==> src/rtl/trap_csr.sv <==
// trap_csr: machine-mode trap/interrupt CSRs with a once-per-control-stage commit.
// Trap entry outranks mret, which outranks a CSR write, within a single commit.
module trap_csr #(
    parameter logic [31:0] MTVEC_RESET = 32'h0000_0000
) (
    input  logic        clk,
    input  logic        reset_n,
    input  logic        control_stage,
    input  logic [1:0]  control_op,
    input  logic [2:0]  fault_num,
    input  logic [31:0] pc,
    input  logic [31:0] fault_addr,
    input  logic        ext_irq_in,
    input  logic        mret,
    input  logic        csr_en,
    input  logic [11:0] csr_addr,
    input  logic [1:0]  csr_op,
    input  logic [31:0] csr_wdata,
    output logic [31:0] csr_rdata,
    output logic        csr_illegal,
    output logic        ext_int,
    output logic        sw_int,
    output logic [31:0] trap_vector,
    output logic [31:0] mret_pc
);
    typedef enum logic {IDLE, DONE} state_t;
    state_t state_q, state_d;
    logic commit, supported, is_trap, is_mret, is_wr;
    logic [31:0] wr_val;
    logic mstatus_mie_q, mstatus_mie_d, mstatus_mpie_q, mstatus_mpie_d;
    logic mie_msie_q, mie_msie_d, mie_meie_q, mie_meie_d;
    logic mip_msip_q, mip_msip_d, mip_meip_q, mip_meip_d;
    logic [31:0] mtvec_q, mtvec_d, mscratch_q, mscratch_d, mepc_q, mepc_d;
    logic [31:0] mcause_q, mcause_d, mtval_q, mtval_d;

    always_ff @(posedge clk or negedge reset_n) begin
        if (!reset_n) state_q <= IDLE;
        else state_q <= state_d;
    end

    // DONE holds for the rest of the occupancy so a long stage commits once
    always_comb state_d = control_stage ? DONE : IDLE;

    always_comb commit = (state_q == IDLE) && control_stage;

    always_comb begin
        supported = 1'b1;
        csr_rdata = '0;
        case (csr_addr)
            12'h300: csr_rdata = {19'b0, 2'b11, 3'b0, mstatus_mpie_q, 3'b0, mstatus_mie_q, 3'b0};
            12'h304: csr_rdata = {20'b0, mie_meie_q, 7'b0, mie_msie_q, 3'b0};
            12'h305: csr_rdata = mtvec_q;
            12'h340: csr_rdata = mscratch_q;
            12'h341: csr_rdata = mepc_q;
            12'h342: csr_rdata = mcause_q;
            12'h343: csr_rdata = mtval_q;
            12'h344: csr_rdata = {20'b0, mip_meip_q, 7'b0, mip_msip_q, 3'b0};
            default: supported = 1'b0;
        endcase
    end

    always_comb begin
        csr_illegal = csr_en && !supported;
        wr_val = csr_op == 2'b01 ? csr_wdata :
                 csr_op == 2'b10 ? csr_rdata | csr_wdata : csr_rdata & ~csr_wdata;
        is_trap = commit && control_op != 2'b11;
        is_mret = commit && !is_trap && mret;
        is_wr = commit && !is_trap && !mret && csr_en && supported && csr_op != 2'b00;
        ext_int = mstatus_mie_q && mie_meie_q && mip_meip_q;
        sw_int = mstatus_mie_q && mie_msie_q && mip_msip_q;
        trap_vector = mtvec_q;
        mret_pc = mepc_q;
    end

    always_comb begin
        mstatus_mie_d = mstatus_mie_q;
        mstatus_mpie_d = mstatus_mpie_q;
        mie_msie_d = mie_msie_q;
        mie_meie_d = mie_meie_q;
        mip_msip_d = mip_msip_q;
        mip_meip_d = ext_irq_in;
        mtvec_d = mtvec_q;
        mscratch_d = mscratch_q;
        mepc_d = mepc_q;
        mcause_d = mcause_q;
        mtval_d = mtval_q;
        if (is_trap) begin
            mepc_d = pc & 32'hFFFF_FFFC;
            mstatus_mpie_d = mstatus_mie_q;
            mstatus_mie_d = 1'b0;
            mcause_d = control_op == 2'b00 ? {29'b0, fault_num} :
                       control_op == 2'b01 ? 32'h8000_000B : 32'h8000_0003;
            // faults 2 and 3 carry no address
            mtval_d = (control_op == 2'b00 && fault_num[2:1] != 2'b01) ? fault_addr : '0;
        end else if (is_mret) begin
            mstatus_mie_d = mstatus_mpie_q;
            mstatus_mpie_d = 1'b1;
        end else if (is_wr) begin
            case (csr_addr)
                12'h300: begin
                    mstatus_mie_d = wr_val[3];
                    mstatus_mpie_d = wr_val[7];
                end
                12'h304: begin
                    mie_msie_d = wr_val[3];
                    mie_meie_d = wr_val[11];
                end
                12'h305: mtvec_d = wr_val & 32'hFFFF_FFFC;
                12'h340: mscratch_d = wr_val;
                12'h341: mepc_d = wr_val & 32'hFFFF_FFFC;
                12'h342: mcause_d = wr_val;
                12'h343: mtval_d = wr_val;
                12'h344: mip_msip_d = wr_val[3];
                default: ;
            endcase
        end
    end

    always_ff @(posedge clk or negedge reset_n) begin
        if (!reset_n) begin
            mstatus_mie_q <= 1'b0;
            mstatus_mpie_q <= 1'b0;
            mie_msie_q <= 1'b0;
            mie_meie_q <= 1'b0;
            mip_msip_q <= 1'b0;
            mip_meip_q <= 1'b0;
            mtvec_q <= MTVEC_RESET & 32'hFFFF_FFFC;
            mscratch_q <= '0;
            mepc_q <= '0;
            mcause_q <= '0;
            mtval_q <= '0;
        end else begin
            mstatus_mie_q <= mstatus_mie_d;
            mstatus_mpie_q <= mstatus_mpie_d;
            mie_msie_q <= mie_msie_d;
            mie_meie_q <= mie_meie_d;
            mip_msip_q <= mip_msip_d;
            mip_meip_q <= mip_meip_d;
            mtvec_q <= mtvec_d;
            mscratch_q <= mscratch_d;
            mepc_q <= mepc_d;
            mcause_q <= mcause_d;
            mtval_q <= mtval_d;
        end
    end
endmodule
==> config.mk <==
export PLATFORM = sky130hd
export DESIGN_NAME = trap_csr
export DESIGN_NICKNAME = d
export VERILOG_FILES = /design/src/rtl/trap_csr.sv
export SDC_FILE = /design/constraint.sdc
export NUM_CORES = 1
export LEC_CHECK = 0
export ABC_AREA = 0
export ABC_CLOCK_PERIOD_IN_PS = 4000
export CORE_UTILIZATION = 55
export CTS_BUF_LIST = sky130_fd_sc_hd__clkbuf_2
export DETAILED_ROUTE_END_ITERATION = 8
export HOLD_SLACK_MARGIN = 0.12
export PLACE_DENSITY = 0.95
export SYNTH_ARGS = -nofsm -noshare
export SYNTH_HDL_FRONTEND = slang
export SYNTH_SLANG_ARGS = --single-unit
==> constraint.sdc <==
create_clock -name clk -period 4 [get_ports clk]
set_input_delay 0.4 -clock clk [delete_from_list [all_inputs] [get_ports clk]]
set_output_delay 0.4 -clock clk [all_outputs]
set_load 0.1 [all_outputs]
# ---- Yosys cells after proc, flatten, opt, wreduce, memory -nomap -nowiden
# Cells that the tools add are included.
dict set report classes {
  n_eq_ne 14
  mux 28
  n_bitwise 6
  reduce_logical 34
}
# op n
set op_table {}
lappend op_table {{32-bit 2-to-1 mux} 16}
lappend op_table {{32-bit case mux with 8 select lines} 1}
lappend op_table {{12-bit by 10-bit == test with 1-bit output, second input constant} 8}
lappend op_table {{32-bit bitwise AND} 1}
lappend op_table {{32-bit inverter} 1}
lappend op_table {{32-bit bitwise OR} 1}
lappend op_table {{4-bit AND reduction} 4}
lappend op_table {{1-bit logical AND} 14}
lappend op_table {{1-bit 2-to-1 mux} 10}
lappend op_table {{2-bit nonzero test} 5}
lappend op_table {{3-bit AND reduction} 3}
lappend op_table {{8-bit OR reduction} 1}
lappend op_table {{3-bit nonzero test} 2}
lappend op_table {{2-bit by 1-bit == test with 1-bit output, second input constant} 2}
lappend op_table {{4-bit 2-to-1 mux} 1}
lappend op_table {{2-bit != test, second input constant} 2}
lappend op_table {{1-bit logical NOT} 3}
lappend op_table {{1-bit inverter} 3}
lappend op_table {{2-bit == test, second input constant} 1}
lappend op_table {{2-bit logical NOT} 1}
lappend op_table {{2-bit by 1-bit != test with 1-bit output, second input constant} 1}
lappend op_table {{2-bit AND reduction} 1}
dict set report totals {
  ff_bits 165
  in_bits 121
  output_inout_bits 99
  elab_cells 94
}

# ---- Logic depth before layout (Yosys ltp)
# Gate-level depths: netlist of run 1.
dict set report depth {
  ltp_word 12
  mapped_depth 10
  ltp_nobuf 5
}

# ---- Worst setup path before layout of run 1
# No wires, ideal clock.
dict set report synth_timing {
  kind {in2out}
  startpoint {input port csr_addr[0]}
  endpoint {output port csr_rdata[31]}
  arrival_ns 3.505
  required_ns 3.600
  setup_slack_ns 0.095
  path_stages 7
  n_path_buf 3
  cell_sequence {buf_2 buf_2 buf_2 mux2i_1 o21ai_0 a21oi_1 o21ai_0}
}
dict set report synth_between {
  elab_chain_len 2
  word_cells_on_any_way 9
  classes_between {8 x eq/ne; 1 x mux}
}
# element line_no
set synth_rtl {}
lappend synth_rtl {{start, declared} 16} ;# input logic [11:0] csr_addr,
lappend synth_rtl {{12-bit by 10-bit == test with 1-bit output} 49} ;# case (csr_addr)
lappend synth_rtl {{32-bit case mux with 8 select lines *} 49}
lappend synth_rtl {{end, declared} 19} ;# output logic [31:0] csr_rdata,
# Mark *: on every way between the ends. The rest lies on a longest branch, timed or not.

# ---- Worst setup path in the final report of run 1
dict set report layout_timing {
  startpoint {input port csr_addr[6]}
  endpoint {output port csr_rdata[2]}
}
# Same word-level chain as after synthesis.

==> results of run 1 <==
## state kept, by name (all words and copies together), names as in the netlist
| name | flops |
|---|---|
| mie_meie_q | 1 |
| mcause_q | 32 |
| trap_vector | 30 |
| mstatus_mie_q | 1 |
| mip_meip_q | 1 |
| mtval_q | 32 |
| state_q | 1 |
| mscratch_q | 32 |
| mret_pc | 30 |
| mip_msip_q | 1 |
| mstatus_mpie_q | 1 |
| mie_msie_q | 1 |
## per-layer routing
metal | share of wire (%) | routed length [um] | up-vias
met4 | 4.7 | 1410 | 0
met5 | 0 | 0 | -
met2 | 47 | 14200 | 645
met3 | 10 | 2980 | 140
li1 | - | - | 3874
met1 | 38 | 11300 | 4246
## power by group through the flow
stage | Sequential, uW | Clock [uW] | Combinational, uW
final | 1820 | 780 | 1070
after global routing | 1830 | 847 | 1130
after CTS | 1810 | 778 | 1070
after detailed placement | 1840 | 0 | 1060
after global placement | 1840 | 0 | 1040
after floorplan | 2170 | 0 | 355
## synthesized netlist by cell type, types with 5 or more instances
cell	instances
dfrtp_1	163
nand2_1	115
a21oi_1	81
o21ai_1	57
mux2i_1	48
clkbuf_1	43
inv_1	36
o21ai_0	36
xnor2_1	32
nor2_1	29
o22ai_1	27
buf_2	25
a221oi_1	24
and2_1	22
nor3_1	20
o2bb2ai_1	20
nand3_1	19
a21o_1	15
a222oi_1	14
or3_1	13
a2bb2oi_1	12
a211oi_1	9
buf_4	8
o221ai_1	7
a31oi_1	5
o41ai_2	5
## cell families after synthesis
family	after synthesis	synth area share [%]
multiplexers	55	6.52
AO/OA/AOI/OAI	339	25.5
other	1	0.0420
XOR/XNOR	32	3.14
AND/OR/NAND/NOR	241	13.2
buffers and inverters	118	5.82
flip-flops	163	45.7
## cell type report
| cell class | count | area, um^2 |
|---|---|---|
| timing repair buffer | 247 | 2640 |
| sequential | 163 | 4080 |
| inverter | 36 | 135 |
| fill | 1104 | 4200 |
| antenna | 1 | 2.50 |
| tap | 216 | 270 |
| multi-input combinational | 671 | 4380 |
| clock inverter | 8 | 62.6 |
| clock buffer | 23 | 115 |
## critical path: stages
cell	delay, ns
clkdlybuf4s50_1	0.67
or3b_1	0.57
nor4_4	0.32
buf_4	0.32
and2_1	0.19
or3_1	0.24
buf_12	0.21
## metrics by stage
stage / hold slack, ns / instance area, um^2 / std cells / util, %
3_5_place_dp: 0.469 / 11500 / 1330 / 72.3
3_3_place_gp: 0.462 / 11500 / 1330 / 72.3
5_1_grt: 0.197 / 11700 / 1365 / 73.6
2_1_floorplan: 0.104 / 8940 / 952 / -
6_report: 0.219 / 11700 / 1365 / 73.6
4_1_cts: 0.198 / 11700 / 1364 / 73.6
## final timing paths
check / start / to / slack, ns
max reg2reg: state_q / mtval_q[9] / 1.46
min reg2reg: mscratch_q[2] / mscratch_q[2] / 0.51
min: pc[12] / mret_pc[12] / 0.22
max in group asynchronous: reset_n / mscratch_q[5] / 2.71
min in group asynchronous: reset_n / mret_pc[12] / 0.24
max: csr_addr[6] / csr_rdata[2] / 0.66
==> results.tsv, run 1 <==
metric	value	unit
syn_to_final_growth	31.0	%
reg2regPathDepth	6	
ys_seq_area_share	45.7	%
max_freq	299	MHz
htree_num_levels	4	
rsz0062_at_grt	no	
synth_area_leader_cell	dfrtp_1	
ys_types	65	
core-area	0.0159	mm^2
clock-root-buffer	clkbuf_2	
synth.avg_cell_area	9.40	um^2
final_max_slew_viol_count	0	
max_slew_margin	30.2	%
synth_top_area_share	45.7	%
dpl.hpwl	20.0	mm
fin_setup_tns	0	ns
routed_wl	29.9	mm
setup_viol	0	
cts_tree	done	
top_usage_layer	met2	
drtIter0Drc	1125	
internal_power	2320	uW
finalWorstSetupSlack	0.660	ns
outcome	finished clean	
drc	0	
fin_crit_sh	83.5	%
synth-edff-count	0	
clkPwrFrac	21.3	%
via_per_inst	6.52	
power.total	3670	uW
max-cap-violations	0	
grt_pass1_wl	46.0	mm
clockBufferDepth	2	
netlist_instances	949	
end_kind	output pin	
worst_pin_slew	1.04	ns
rows	46	
cp_data_arrival_time	2.94	ns
grtUsageMet3	7.51	%
mostFrequentLayoutCells	175 x clkdlybuf4s50_1, 163 x dfrtp_1, 113 x nand2_1	
leakage	0.00512	uW
met1_usage	46.4	%
netlist_area	0.00892	mm^2
fin_nets	1257	
fin_worst_skew	0.0298	ns
die_x	129	um
p_sw	1350	uW
vias	8905	
drive_gt1_share	11.2	%
io_pins	220	
p_sw_share	36.7	%
path_clk_slew	0.22	ns
layout_min_cycle_time	3.34	ns
grt_antenna_before_repair	1	
grt_pass1_vias	8858	
grt_overflow	0	
layout_commonest_cell	clkdlybuf4s50_1	
synthTopCellsByArea	dfrtp_1 46%, mux2i_1 5.4%, nand2_1 4.8%	
clk_latency	0.78	ns
ir_worst_vdd	227	uV
routabilityCongestion	0.921	
hold_viol	0	
grt_use_met2	58.0	%
die_area	0.0167	mm^2
post_cts_buffers	0	
yosysWarnings	0	
ys_seq_elements	163	
crit_type	input pin to output pin	
power.density	314	mW/mm^2
detail_route.wl_per_cell	21.9	um
path_max_fanout	15	
drt_pass1_iterations	8	
start_util	56.2	%
critical_path_required	3.60	ns
start_kind	input pin	
grt_max_degree	96	
whs_path_depth	3	
post_cts_resized	0	
port_buffers	213	
seqPwrFrac	49.5	%
die_h	129	um
synth-main-ff-cell	dfrtp_1	
hold_buffers	3	
cts_buffers	17	
hold_path_class	input pin to register	
ant_nets	0	
postSynth.asyncResetShare	100	%
grt_usage	36.6	%
p_comb_share	29.2	%
clock-sinks	163	
pre_cts_ws	0.681	ns
Power figures use the tool's default switching activity.
==> run 2: changes to the inputs <==
--- a/config.mk
+++ b/config.mk
@@ -6,12 +6,12 @@
 export NUM_CORES = 1
 export LEC_CHECK = 0
 export ABC_AREA = 0
-export ABC_CLOCK_PERIOD_IN_PS = 4000
-export CORE_UTILIZATION = 55
+export ABC_CLOCK_PERIOD_IN_PS = 3100
+export CORE_UTILIZATION = 52
 export CTS_BUF_LIST = sky130_fd_sc_hd__clkbuf_2
 export DETAILED_ROUTE_END_ITERATION = 8
 export HOLD_SLACK_MARGIN = 0.12
-export PLACE_DENSITY = 0.95
+export PLACE_DENSITY = 0.93
 export SYNTH_ARGS = -nofsm -noshare
 export SYNTH_HDL_FRONTEND = slang
 export SYNTH_SLANG_ARGS = --single-unit
==> constraint.sdc (replaced) <==
create_clock -name clk -period 3.1 [get_ports clk]
set_input_delay 0.31 -clock clk [delete_from_list [all_inputs] [get_ports clk]]
set_output_delay 0.31 -clock clk [all_outputs]
set_load 0.1 [all_outputs]
==> results.tsv, run 2 (synthesis results as in run 1) <==
metric	value	unit
hold_path_class	input pin to asynchronous set/reset pin	
via_per_inst	6.52	
port_buffers	213	
layout_min_cycle_time	2.89	ns
cts_buffers	17	
die_area	0.0177	mm^2
path_clk_slew	0.22	ns
r2r-end	mtval_q[1]	
die_x	133	um
post_cts_resized	0	
start_util	53.6	%
dr_wl_met3	3.51	mm
worst_pin_slew	0.997	ns
grt_pass1_vias	9068	
outcome	finished clean	
core-area	0.0166	mm^2
grt_overflow	0	
rows	47	
final_max_slew_viol_count	0	
cp_slowest_stage_delay	0.59	ns
grt_pass1_wl	48.5	mm
cts_tree	done	
crit_chain	clkdlybuf4s50_1 -> or3b_1 -> nor4_4 -> buf_12 -> and2_1 -> nor2_1 -> nor2_2 -> buf_12	
die_h	133	um
detail_route.wl_per_cell	22.1	um
setup_viol	0	
m1WireLength	11.2	mm
max_freq	346	MHz
rsz0062_at_grt	no	
dpl.hpwl	20.7	mm
fin_setup_tns	0	ns
path_max_fanout	28	
clk_latency	0.77	ns
grt_usage	35.8	%
clockBufferDepth	2	
reg2regPathDepth	6	
fin_worst_skew	0.0395	ns
worst_path_max_delay_cell	clkdlybuf4s50_1	
ant_nets	0	
hold_slack	0.123	ns
mostFrequentLayoutCells	163 x dfrtp_1, 156 x clkdlybuf4s50_1, 113 x nand2_1	
reg2reg_slack	0.84	ns
hold_viol	0	
clock-sinks	163	
drt_pass1_iterations	6	
cp_data_arrival_time	2.58	ns
route.met2.wl	14.4	mm
drc	0	
ir_worst_vdd	337	uV
vias	9052	
power.density	395	mW/mm^2
drive_gt1_share	14.6	%
htree_num_levels	4	
maxUsedRoutingLayer	met4	
clock-root-buffer	clkbuf_2	
grt_antenna_before_repair	2	
start_kind	input pin	
worstReg2RegStart	state_q	
fin_nets	1275	
power.total	4740	uW
leakage	0.00525	uW
end_kind	output pin	
crit_type	input pin to output pin	
max_slew_margin	33.3	%
routabilityCongestion	0.889	
drtIter0Drc	1262	
post_cts_buffers	0	
fin_crit_sh	93.3	%
max-cap-violations	0	
syn_to_final_growth	34.3	%
layout_commonest_cell	dfrtp_1	
critical_path_required	2.79	ns
reg_top3	mcause_q x32, mscratch_q x32, mtval_q x32	
grt_max_degree	79	
critPathMostFrequentCell	buf_12	
routed_wl	30.7	mm
io_pins	220	
-- run 2: critical path: cells and delay by family --
family	cells	cell delay, ns
buffers and inverters	3	1.04
and+or+nand+nor	5	1.23
-- run 2: stage by stage --
stage / cells / area [um^2] / setup slack [ns] / utilization, %
2_1_floorplan: 952 / 8960 / -0.0803 / -
3_3_place_gp: 1351 / 11800 / 0.318 / 70.7
3_5_place_dp: 1351 / 11800 / 0.249 / 70.7
4_1_cts: 1387 / 12000 / 0.247 / 72.0
5_1_grt: 1389 / 12000 / 0.128 / 72.0
6_report: 1389 / 12000 / 0.206 / 72.0
-- run 2: power by group --
group | total (uW) | switching (uW) | internal (uW)
logic | 1410 | 936 | 474
clock network | 979 | 774 | 204
registers | 2350 | 101 | 2250
total | 4740 | 1810 | 2920
-- run 2: timing repair --
action | 4_1_cts | 5_1_grt
hold buffers | 4 | 0
endpoints found under the hold margin | 143 | 0
endpoints found under the setup margin | 0 | 0
-- run 2: worst max-delay path by stage --
stage	from	to	slack, ns	cells past startpoint
2_1_floorplan	csr_addr[5]	mtval_q[0]	-0.08	6
3_3_place_gp	csr_addr[3]	csr_rdata[7]	0.32	8
5_1_grt	csr_addr[3]	csr_rdata[7]	0.13	8
4_1_cts	csr_addr[3]	csr_rdata[7]	0.25	8
3_5_place_dp	csr_addr[3]	csr_rdata[7]	0.25	8
6_report	csr_addr[3]	csr_rdata[7]	0.21	8
-- run 2: routing by layer --
layer  global-route usage (%)  up-vias
met1                     45.5     4330
li1                         -     3901
met2                     56.5      678
met5                        0        -
met4                     20.4        0
met3                     8.08      143
-- run 2: cell type report --
type	count	area [um^2]
diodes	2	5.00
flip-flops and latches	163	4080
inverters	36	135
clock buffers	18	90.1
multi-input cells	671	4410
repair buffers	265	2910
clock inverters	14	90.1
fillers	1201	4650
well taps	220	275
